### config.mk
export PLATFORM = sky130hd
export DESIGN_NAME = wb_serial
export DESIGN_NICKNAME = d
export VERILOG_FILES = /design/src/rtl/wb_serial.sv
export SDC_FILE = /design/constraint.sdc
export NUM_CORES = 1
export LEC_CHECK = 0
export ABC_CLOCK_PERIOD_IN_PS = 4800
export CAP_MARGIN = 20
export CORE_AREA = 2 2 136 125
export CTS_BUF_LIST = sky130_fd_sc_hd__clkbuf_16
export CTS_CLUSTER_SIZE = 8
export DETAILED_ROUTE_END_ITERATION = 7
export DIE_AREA = 0 0 138 127
export GPL_TIMING_DRIVEN = 0
export PLACE_DENSITY_LB_ADDON = 0.15
export SLEW_MARGIN = 20
export SYNTH_ARGS = -nofsm -noshare
export SYNTH_HDL_FRONTEND = slang
export SYNTH_SLANG_ARGS = --single-unit
### constraint.sdc
create_clock -name clk -period 4.8 [get_ports clk]
set_input_delay 0.96 -clock clk [delete_from_list [all_inputs] [get_ports clk]]
set_output_delay 0.96 -clock clk [all_outputs]
set_load 0.01 [all_outputs]
### src/rtl/wb_serial.sv
// Wishbone classic 8N1 serial port: TX holding register plus shifter, RX shifter
// feeding a small FIFO, two-word DATA/STATUS register map.
`timescale 1ns/1ps
module wb_serial #(
    parameter int CLKDIV = 16,
    parameter int RXLOG2 = 2
) (
    input  logic        clk,
    input  logic        reset,
    input  logic [31:0] adr_i,
    input  logic [31:0] dat_i,
    output logic [31:0] dat_o,
    input  logic        we_i,
    input  logic [3:0]  sel_i,
    input  logic        stb_i,
    input  logic        cyc_i,
    output logic        ack_o,
    output logic        txd,
    input  logic        rxd
);
    localparam int CW    = (CLKDIV > 2) ? $clog2(CLKDIV) : 1;
    localparam int DEPTH = 1 << RXLOG2;
    localparam int NW    = RXLOG2 + 1;
    localparam logic [CW-1:0] BIT_LAST  = CW'(CLKDIV - 1);
    localparam logic [CW-1:0] HALF_LAST = CW'(CLKDIV / 2 - 1);
    localparam logic [CW-1:0] CNT_ONE   = CW'(1);
    localparam logic [NW-1:0] FIFO_FULL = NW'(DEPTH);

    typedef enum logic [1:0] {S_IDLE = 2'd0, S_START = 2'd1, S_DATA = 2'd2, S_STOP = 2'd3} ser_state_t;

    ser_state_t tx_state_r, tx_state_n, rx_state_r, rx_state_n;
    logic [CW-1:0] tx_cnt_r, tx_cnt_n, rx_cnt_r, rx_cnt_n;
    logic [2:0]    tx_bit_r, tx_bit_n, rx_bit_r, rx_bit_n;
    logic [7:0]    tx_shift_r, tx_shift_n, rx_shift_r, rx_shift_n;
    logic [7:0]    hold_r;
    logic          hold_full_r, tx_take_s, tx_level_s;
    logic          rx_meta_r, rx_sync_r, rx_prev_r, rx_push_s, rx_ferr_set_s;
    logic [7:0]    rx_mem_r [DEPTH];
    logic [RXLOG2-1:0] rx_wr_ptr_r, rx_rd_ptr_r;
    logic [NW-1:0] rx_count_r;
    logic          rx_empty_s, rx_full_s, push_ok_s, pop_s;
    logic          tx_ovr_r, rx_ovr_r, rx_ferr_r;
    logic          req_s, data_wr_s, stat_wr_s;
    logic [31:0]   status_s, rd_data_s;
    logic          unused_s;

    assign unused_s   = ^{sel_i, adr_i[31:1], dat_i[31:8]};
    assign req_s      = stb_i & cyc_i & ~ack_o;
    assign data_wr_s  = req_s & we_i & ~adr_i[0];
    assign stat_wr_s  = req_s & we_i & adr_i[0];
    assign rx_empty_s = (rx_count_r == {NW{1'b0}});
    assign rx_full_s  = (rx_count_r == FIFO_FULL);
    assign pop_s      = req_s & ~we_i & ~adr_i[0] & ~rx_empty_s;
    // A pop on the same edge frees the slot the push needs.
    assign push_ok_s  = rx_push_s & (~rx_full_s | pop_s);
    assign status_s   = {26'd0, rx_ferr_r, tx_ovr_r, rx_ovr_r, ~rx_empty_s,
                         (tx_state_r != S_IDLE), ~hold_full_r};

    // Read data selection for the current request
    always_comb begin
        rd_data_s = 32'hFFFF_FFFF;
        if (adr_i[0]) begin
            rd_data_s = status_s;
        end else if (rx_empty_s) begin
            rd_data_s = 32'hFFFF_FFFF;
        end else begin
            rd_data_s = {24'd0, rx_mem_r[rx_rd_ptr_r]};
        end
    end

    // Single-cycle acknowledge and registered read data
    always_ff @(posedge clk or negedge reset) begin
        if (!reset) begin
            ack_o <= 1'b0;
            dat_o <= 32'd0;
        end else begin
            ack_o <= req_s;
            dat_o <= (req_s & ~we_i) ? rd_data_s : 32'd0;
        end
    end

    // TX next-state logic
    always_comb begin
        tx_state_n = tx_state_r;
        tx_cnt_n   = tx_cnt_r;
        tx_bit_n   = tx_bit_r;
        tx_shift_n = tx_shift_r;
        tx_take_s  = 1'b0;
        case (tx_state_r)
            S_IDLE: begin
                if (hold_full_r) begin
                    tx_take_s  = 1'b1;
                    tx_shift_n = hold_r;
                    tx_cnt_n   = {CW{1'b0}};
                    tx_state_n = S_START;
                end else begin
                    tx_state_n = S_IDLE;
                end
            end
            S_START: begin
                if (tx_cnt_r == BIT_LAST) begin
                    tx_cnt_n   = {CW{1'b0}};
                    tx_bit_n   = 3'd0;
                    tx_state_n = S_DATA;
                end else begin
                    tx_cnt_n = tx_cnt_r + CNT_ONE;
                end
            end
            S_DATA: begin
                if (tx_cnt_r == BIT_LAST) begin
                    tx_cnt_n   = {CW{1'b0}};
                    tx_shift_n = {1'b1, tx_shift_r[7:1]};
                    if (tx_bit_r == 3'd7) begin
                        tx_state_n = S_STOP;
                    end else begin
                        tx_bit_n = tx_bit_r + 3'd1;
                    end
                end else begin
                    tx_cnt_n = tx_cnt_r + CNT_ONE;
                end
            end
            S_STOP: begin
                if (tx_cnt_r == BIT_LAST) begin
                    tx_cnt_n = {CW{1'b0}};
                    // Chain straight into the next frame when a byte is waiting.
                    if (hold_full_r) begin
                        tx_take_s  = 1'b1;
                        tx_shift_n = hold_r;
                        tx_state_n = S_START;
                    end else begin
                        tx_state_n = S_IDLE;
                    end
                end else begin
                    tx_cnt_n = tx_cnt_r + CNT_ONE;
                end
            end
            default: tx_state_n = S_IDLE;
        endcase
    end

    // TX line level for the current state
    always_comb begin
        case (tx_state_r)
            S_START: tx_level_s = 1'b0;
            S_DATA:  tx_level_s = tx_shift_r[0];
            default: tx_level_s = 1'b1;
        endcase
    end

    // TX state registers and registered txd
    always_ff @(posedge clk or negedge reset) begin
        if (!reset) begin
            tx_state_r <= S_IDLE;
            tx_cnt_r   <= {CW{1'b0}};
            tx_bit_r   <= 3'd0;
            tx_shift_r <= 8'hFF;
            txd        <= 1'b1;
        end else begin
            tx_state_r <= tx_state_n;
            tx_cnt_r   <= tx_cnt_n;
            tx_bit_r   <= tx_bit_n;
            tx_shift_r <= tx_shift_n;
            txd        <= tx_level_s;
        end
    end

    // TX holding register; a write is accepted on the edge the shifter empties it
    always_ff @(posedge clk or negedge reset) begin
        if (!reset) begin
            hold_r      <= 8'd0;
            hold_full_r <= 1'b0;
        end else if (data_wr_s & (~hold_full_r | tx_take_s)) begin
            hold_r      <= dat_i[7:0];
            hold_full_r <= 1'b1;
        end else if (tx_take_s) begin
            hold_full_r <= 1'b0;
        end else begin
            hold_full_r <= hold_full_r;
        end
    end

    // rxd synchronizer and edge history
    always_ff @(posedge clk or negedge reset) begin
        if (!reset) begin
            rx_meta_r <= 1'b1;
            rx_sync_r <= 1'b1;
            rx_prev_r <= 1'b1;
        end else begin
            rx_meta_r <= rxd;
            rx_sync_r <= rx_meta_r;
            rx_prev_r <= rx_sync_r;
        end
    end

    // RX next-state logic
    always_comb begin
        rx_state_n    = rx_state_r;
        rx_cnt_n      = rx_cnt_r;
        rx_bit_n      = rx_bit_r;
        rx_shift_n    = rx_shift_r;
        rx_push_s     = 1'b0;
        rx_ferr_set_s = 1'b0;
        case (rx_state_r)
            S_IDLE: begin
                if (rx_prev_r & ~rx_sync_r) begin
                    rx_cnt_n   = {CW{1'b0}};
                    rx_state_n = S_START;
                end else begin
                    rx_state_n = S_IDLE;
                end
            end
            S_START: begin
                if (rx_cnt_r == HALF_LAST) begin
                    rx_cnt_n = {CW{1'b0}};
                    rx_bit_n = 3'd0;
                    rx_state_n = rx_sync_r ? S_IDLE : S_DATA;
                end else begin
                    rx_cnt_n = rx_cnt_r + CNT_ONE;
                end
            end
            S_DATA: begin
                if (rx_cnt_r == BIT_LAST) begin
                    rx_cnt_n   = {CW{1'b0}};
                    rx_shift_n = {rx_sync_r, rx_shift_r[7:1]};
                    if (rx_bit_r == 3'd7) begin
                        rx_state_n = S_STOP;
                    end else begin
                        rx_bit_n = rx_bit_r + 3'd1;
                    end
                end else begin
                    rx_cnt_n = rx_cnt_r + CNT_ONE;
                end
            end
            S_STOP: begin
                if (rx_cnt_r == BIT_LAST) begin
                    rx_cnt_n      = {CW{1'b0}};
                    rx_state_n    = S_IDLE;
                    rx_push_s     = rx_sync_r;
                    rx_ferr_set_s = ~rx_sync_r;
                end else begin
                    rx_cnt_n = rx_cnt_r + CNT_ONE;
                end
            end
            default: rx_state_n = S_IDLE;
        endcase
    end

    // RX state registers
    always_ff @(posedge clk or negedge reset) begin
        if (!reset) begin
            rx_state_r <= S_IDLE;
            rx_cnt_r   <= {CW{1'b0}};
            rx_bit_r   <= 3'd0;
            rx_shift_r <= 8'd0;
        end else begin
            rx_state_r <= rx_state_n;
            rx_cnt_r   <= rx_cnt_n;
            rx_bit_r   <= rx_bit_n;
            rx_shift_r <= rx_shift_n;
        end
    end

    // RX FIFO storage, pointers and occupancy
    always_ff @(posedge clk or negedge reset) begin
        if (!reset) begin
            for (int i = 0; i < DEPTH; i++) begin
                rx_mem_r[i] <= 8'd0;
            end
            rx_wr_ptr_r <= {RXLOG2{1'b0}};
            rx_rd_ptr_r <= {RXLOG2{1'b0}};
            rx_count_r  <= {NW{1'b0}};
        end else begin
            if (push_ok_s) begin
                rx_mem_r[rx_wr_ptr_r] <= rx_shift_r;
                rx_wr_ptr_r <= rx_wr_ptr_r + {{(RXLOG2-1){1'b0}}, 1'b1};
            end
            if (pop_s) begin
                rx_rd_ptr_r <= rx_rd_ptr_r + {{(RXLOG2-1){1'b0}}, 1'b1};
            end
            case ({push_ok_s, pop_s})
                2'b10:   rx_count_r <= rx_count_r + {{(NW-1){1'b0}}, 1'b1};
                2'b01:   rx_count_r <= rx_count_r - {{(NW-1){1'b0}}, 1'b1};
                default: rx_count_r <= rx_count_r;
            endcase
        end
    end

    // Sticky error flags; a set on the same edge beats the write-one-to-clear
    always_ff @(posedge clk or negedge reset) begin
        if (!reset) begin
            rx_ovr_r  <= 1'b0;
            tx_ovr_r  <= 1'b0;
            rx_ferr_r <= 1'b0;
        end else begin
            rx_ovr_r  <= (rx_push_s & rx_full_s & ~pop_s) | (rx_ovr_r & ~(stat_wr_s & dat_i[3]));
            tx_ovr_r  <= (data_wr_s & hold_full_r & ~tx_take_s) | (tx_ovr_r & ~(stat_wr_s & dat_i[4]));
            rx_ferr_r <= rx_ferr_set_s | (rx_ferr_r & ~(stat_wr_s & dat_i[5]));
        end
    end
endmodule

==> out/qor.yml, run 1 <==
fin_area_um2: 5802
synth_edf_count: 0
cts_tree: "done"
p_leak_uw: 0.002749
post_cts_resized: 0
clk_latency_ns: 0.35
grt_usage_pct: 11.52
die_w_um: 138
grt_overflow: 0
drv_slew: 0
dr.max_layer_used: "met4"
wl_met1_um: 4626
synth.distinct_cells: 53
syn_inst: 367
crit_type: "in2reg"
syn_nets: 458
fin_skew_ns: 0.005297
cts.sinks: 99
syn_area_um2: 4768
antennaDiodeCount: 0
start_util_pct: 29.87
nNetsFinal: 517
die-area_um2: 17530
end_kind: "register"
yosysSeqAreaShare_pct: 52.27
maxCapViolCount: 0
regArea_um2: 2492
io_buffers: 47
synth_top_area_share_pct: 45.66
area_delta_synth_final_pct: 21.67
grt_max_degree: 60
hold_class: "reg2reg"
synthMostInstantiatedCell: "dfrtp_1"
cp_max_fo: 7
cts_hold_buf: 0
cts_buffers: 9
tns_ns: 0
dp.cells: 622
synth-seq-cells: 99
placed_area_um2: 5527
viasPerCell: 4.413
synth_top_area_cell: "dfrtp_1"
h-tree-depth: 3
ctsLongestPathBuffers: 2
first_pass_iters: 4
synth_flop_cell: "dfrtp_1"
min_period_ns: 3.041
powerDensity_nw_per_um2: 344.8
final_core_utilization_pct: 36.34
initialDrtViolationCount: 147
fmaxAchievable_mhz: 328.8
status: "finished clean"
fin_cells: 637
ios: 108
dp_hpwl_um: 6632
drt.antenna.violating_nets: 0
die_h_um: 127
grt_pass1_vias: 2902
async_flop_share_pct: 100.0
grt_pass1_wl_um: 15830
nFillCells: 1532
rsz0062_at_grt: "false"
ir_worst_vdd_mv: 0.2188
row_count: 44
detail_route.wl_per_cell_um: 14.96
critical_path_required_ns: 5.03
drc: 0
met3WireLength_um: 339
hold_viol: 0
syn_avg_cell_area_um2: 12.99
clk_pin_slew_worst_paths_ns: 0.06
antenna_found_initial: 0
vias: 2811
yosysWarnings: 0
setup_viol: 0
multi_input_area_um2: 1972
cp.arrival_ns: 3.28
synth_common_cells: "87 x dfrtp_1, 43 x mux2_2, 25 x nor2_1"
period_share_pct: 63.36
slew_headroom_pct: 50.64
coreArea_um2: 15970
synth_top_cells_by_area: "dfrtp_1 46%, mux2_2 10%, dfstp_2 6.6%, ha_1 4.2%, buf_4 3.8%"
postCtsSetupBuffers: 0
cp-start-kind: "input port"
gp_congestion: 0.7038
wl_met2_um: 4458
root_buffer: "clkbuf_16"
layout-drive-gt1-share_pct: 30.70
routed_wl_um: 9529
worst_pin_slew_ns: 0.7347
[where the power goes]
part / switching (uW) / internal (uW)
combinational: 172 / 192
sequential: 46.4 / 901
clock: 297 / 393
total: 515 / 1490
[layer usage]
layer	vias to the layer above	global-route usage [%]
met5	-	0
met4	0	3.061
met3	7	4.160
met2	32	18.29
met1	1388	15.02
li1	1384	-
[sequential cells by signal, summed over array words and instances, names as in the netlist, 2 cells and up, named ones only]
register,count
rx_wr_ptr_r,2
dat_o,9
hold_r,8
rx_shift_r,8
rx_bit_r,3
tx_shift_r,8
rx_cnt_r,4
tx_state_r,2
rx_rd_ptr_r,2
rx_count_r,3
tx_bit_r,3
tx_cnt_r,4
rx_mem_r,32
[metrics by stage]
step           power [uW]  setup slack, ns  hold slack (ns)
2_1_floorplan        1208            1.999           0.3452
3_3_place_gp         1324           -1.048           0.3477
3_5_place_dp         1333            1.401           0.3481
4_1_cts              2038            1.766           0.3573
5_1_grt              2116            1.599           0.3655
6_report             2000            1.759           0.3560
[logic make-up (layout without fill, tap and decap cells)]
| group | after synthesis | count (layout) | share of synthesized area, % |
|---|---|---|---|
| DFF | 99 | 99 | 52.27 |
| and+or+nand+nor | 77 | 77 | 9.210 |
| muxes | 70 | 70 | 18.92 |
| AOI/OAI and AO/OA | 49 | 49 | 7.137 |
| buffers and inverters | 47 | 110 | 6.376 |
| adders and majority gates | 17 | 17 | 4.618 |
| xor gates and xnor gates | 8 | 8 | 1.469 |
[area by class of cell]
| type | count | share of cell area, % |
|---|---|---|
| sequential | 99 | 42.96 |
| multi-input combinational | 221 | 33.99 |
| timing repair buffer | 48 | 8.605 |
| buffer | 37 | 4.593 |
| tap | 207 | 4.464 |
| clock buffer | 9 | 3.882 |
| clock inverter | 6 | 0.8626 |
| inverter | 10 | 0.6470 |
[placed cells by master, fill, tap and decap left out, types with 4 or more instances in the layout]
master / netlist / final
mux2_4: 9 / 9
clkbuf_16: 0 / 9
a22o_1: 6 / 6
o22ai_1: 4 / 4
xnor2_1: 5 / 5
clkdlybuf4s50_1: 0 / 46
mux2_2: 43 / 43
nor3_1: 5 / 5
inv_1: 10 / 12
dfstp_2: 12 / 12
mux4_2: 8 / 8
nand2b_1: 4 / 4
nand3_1: 7 / 7
ha_1: 16 / 16
nor2_1: 25 / 25
dfrtp_1: 87 / 87
buf_2: 6 / 6
buf_4: 24 / 24
mux2i_1: 8 / 8
buf_6: 4 / 5
a21oi_1: 13 / 13
nand2_1: 14 / 14
o21ai_0: 11 / 11
[final timing paths]
check | start | endpoint | depth (start not counted) | slack [ns]
setup / recovery | we_i | rx_count_r[1] | 7 | 1.76
hold / removal | rx_meta_r | rx_sync_r | 0 | 0.36
setup reg to reg | rx_count_r[0] | rx_count_r[2] | 7 | 2.41
hold reg to reg | rx_meta_r | rx_sync_r | 0 | 0.36
max in group asynchronous | reset | txd | 2 | 3.62
min in group asynchronous | reset | hold_r[5] | 1 | 0.52
[worst max-delay path, cell delays in order]
cell and delay, ns:
clkdlybuf4s50_1 0.51, nand4bb_1 0.25, clkbuf_1 0.22, nor3_1 0.36, ha_1 0.28, fa_1 0.42, mux2_2 0.26
Power figures use the tool's default switching activity.
==> run 2: changes to the inputs <==
ABC_CLOCK_PERIOD_IN_PS = 2600   (was 4800)
clock period = 2.6 ns   (was 4.8 ns; I/O delays follow)
==> run 2 against run 1 <==
Net effect: clock-buffer cell count unchanged; total power rose by 85%; non-clock buffer count up 2; critical path type unchanged.
==> out/qor.yml, run 2 (synthesis results as in run 1) <==
die-area_um2: 17530
ir_worst_vdd_mv: 0.4071
cts.sinks: 99
final_core_utilization_pct: 36.58
fin_cells: 639
fin_skew_ns: 0.005150
slowest_stage: "clkdlybuf4s50_1"
crit_chain: "clkdlybuf4s50_1 -> nand4bb_1 -> clkbuf_1 -> nor3_2 -> ha_4 -> fa_1 -> xnor2_1 -> nor2_1 -> xor2_1"
vias: 2812
regArea_um2: 2492
grt_usage_pct: 11.52
area_delta_synth_final_pct: 22.46
rr_endpoint: "rx_count_r[2]"
setup_viol: 0
cts_tree: "done"
clk_latency_ns: 0.34
grt_max_degree: 60
ios: 108
io_buffers: 47
grt_pass1_wl_um: 15830
period_share_pct: 94.08
cp_top_family: "buffers and inverters"
dp_hpwl_um: 6632
worst-r2r-setup-slack_ns: 0.26
fin_area_um2: 5839
viasPerCell: 4.401
multi_input_area_um2: 1989
first_pass_iters: 4
crit_type: "in2reg"
cts_buffers: 9
switching_share_pct: 25.77
hold_viol: 0
powerDensity_nw_per_um2: 633.2
min_period_ns: 2.446
drc: 0
antennaDiodeCount: 0
detail_route.wl_per_cell_um: 14.96
slew_headroom_pct: 47.63
r2r_start: "rx_count_r[0]"
largest_reg_flops: 32
initialDrtViolationCount: 158
p_switching_uw: 952.9
critical_path_required_ns: 2.83
cp_max_fo: 7
drv_slew: 0
critPathBufInv: 2
nFillCells: 1525
row_count: 44
maxCapViolCount: 0
combPwrFrac_pct: 18.3
end_kind: "register"
cp_slowest_stage_delay_ns: 0.57
p_int_uw: 2744
rsz0062_at_grt: "false"
status: "finished clean"
p_seq_share_pct: 47.3
start_util_pct: 29.87
most-common-layout-cells: "87 x dfrtp_1, 44 x clkdlybuf4s50_1, 43 x mux2_2"
cp-start-kind: "input port"
nNetsFinal: 519
routed_wl_um: 9557
regMostFlops: "rx_mem_r"
drt.antenna.violating_nets: 0
h-tree-depth: 3
antenna_found_initial: 0
ctsLongestPathBuffers: 2
coreArea_um2: 15970
tns_ns: 0
cp.arrival_ns: 2.68
clk_pin_slew_worst_paths_ns: 0.06
placed_area_um2: 5527
gp_congestion: 0.7038
dp.cells: 622
hold_class: "in2async"
final_common_cell: "dfrtp_1"
fmaxAchievable_mhz: 408.8
grt_overflow: 0
reg2reg_depth: 7
die_h_um: 127
root_buffer: "clkbuf_16"
pwr-share-clk_pct: 34.4
worst_pin_slew_ns: 0.7796
layout-drive-gt1-share_pct: 31.48
die_w_um: 138
reg.largest.list: "rx_mem_r (32), dat_o (9)"
grt_pass1_vias: 2902
p_leak_uw: 0.002779
==> run 2: metal layers <==
metal  up-vias  track usage, %  wire (um)  part of all wire [%]
met5         -               0          0                     0
met2        28           18.29       4501                    47
met1      1386           15.02       4615                    48
met3         8           4.160        335                   3.5
li1       1390               -          -                     -
met4         0           3.061        106                   1.1
==> run 2: worst max-delay path by stage <==
stage / to / slack [ns] / depth (start not counted) / startpoint
2_1_floorplan: rx_count_r[2] / 0.24 / 9 / adr_i[0]
3_3_place_gp: rx_shift_r[1] / -2.81 / 1 / reset
3_5_place_dp: rx_count_r[1] / -0.36 / 7 / we_i
4_1_cts: rx_count_r[1] / 0.006 / 7 / we_i
5_1_grt: rx_count_r[2] / 0.007 / 9 / we_i
6_report: rx_count_r[2] / 0.15 / 9 / we_i
==> run 2: power by group through the flow <==
stage               clock [uW]  combinational (uW)  sequential (uW)
floorplan                    0                 470             1760
global placement             0                 670             1770
detailed placement           0                 684             1780
CTS                       1330                 687             1750
global route              1390                 753             1770
finish                    1270                 676             1750
==> run 2: worst reg2reg max path: stages (launching register included) <==
cell and delay [ns]:
dfrtp_1 0.43, nor3_1 0.66, nor3_2 0.18, ha_4 0.22, fa_1 0.37, xnor2_1 0.14, nor2_1 0.07, xor2_1 0.15
==> run 2: final cells by class <==
cell class                      instances  area share, %
Clock buffer                            9          3.857
Inverter                               10         0.6428
Sequential cell                        99          42.68
Buffer                                 37          4.564
Clock inverter                          6         0.8571
Multi-Input combinational cell        221          34.07
Tap cell                              207          4.435
Timing Repair Buffer                   50          8.892
==> run 2: what timing repair did <==
item | CTS | global route
endpoints found under the hold margin | 0 | 0
hold buffers | 0 | 0
endpoints found under the setup margin | 0 | 2
setup buffers | 0 | 2
gates resized for setup | 0 | 5
==> run 2: metrics by stage <==
stage | hold WS, ns | power [uW] | worst slack, ns
6_report | 0.07890 | 3697 | 0.1538
2_1_floorplan | 0.2244 | 2230 | 0.2390
5_1_grt | 0.09338 | 3911 | 0.006703
4_1_cts | 0.08792 | 3762 | 0.005688
3_3_place_gp | 0.3477 | 2445 | -2.808
3_5_place_dp | 0.3481 | 2461 | -0.3594
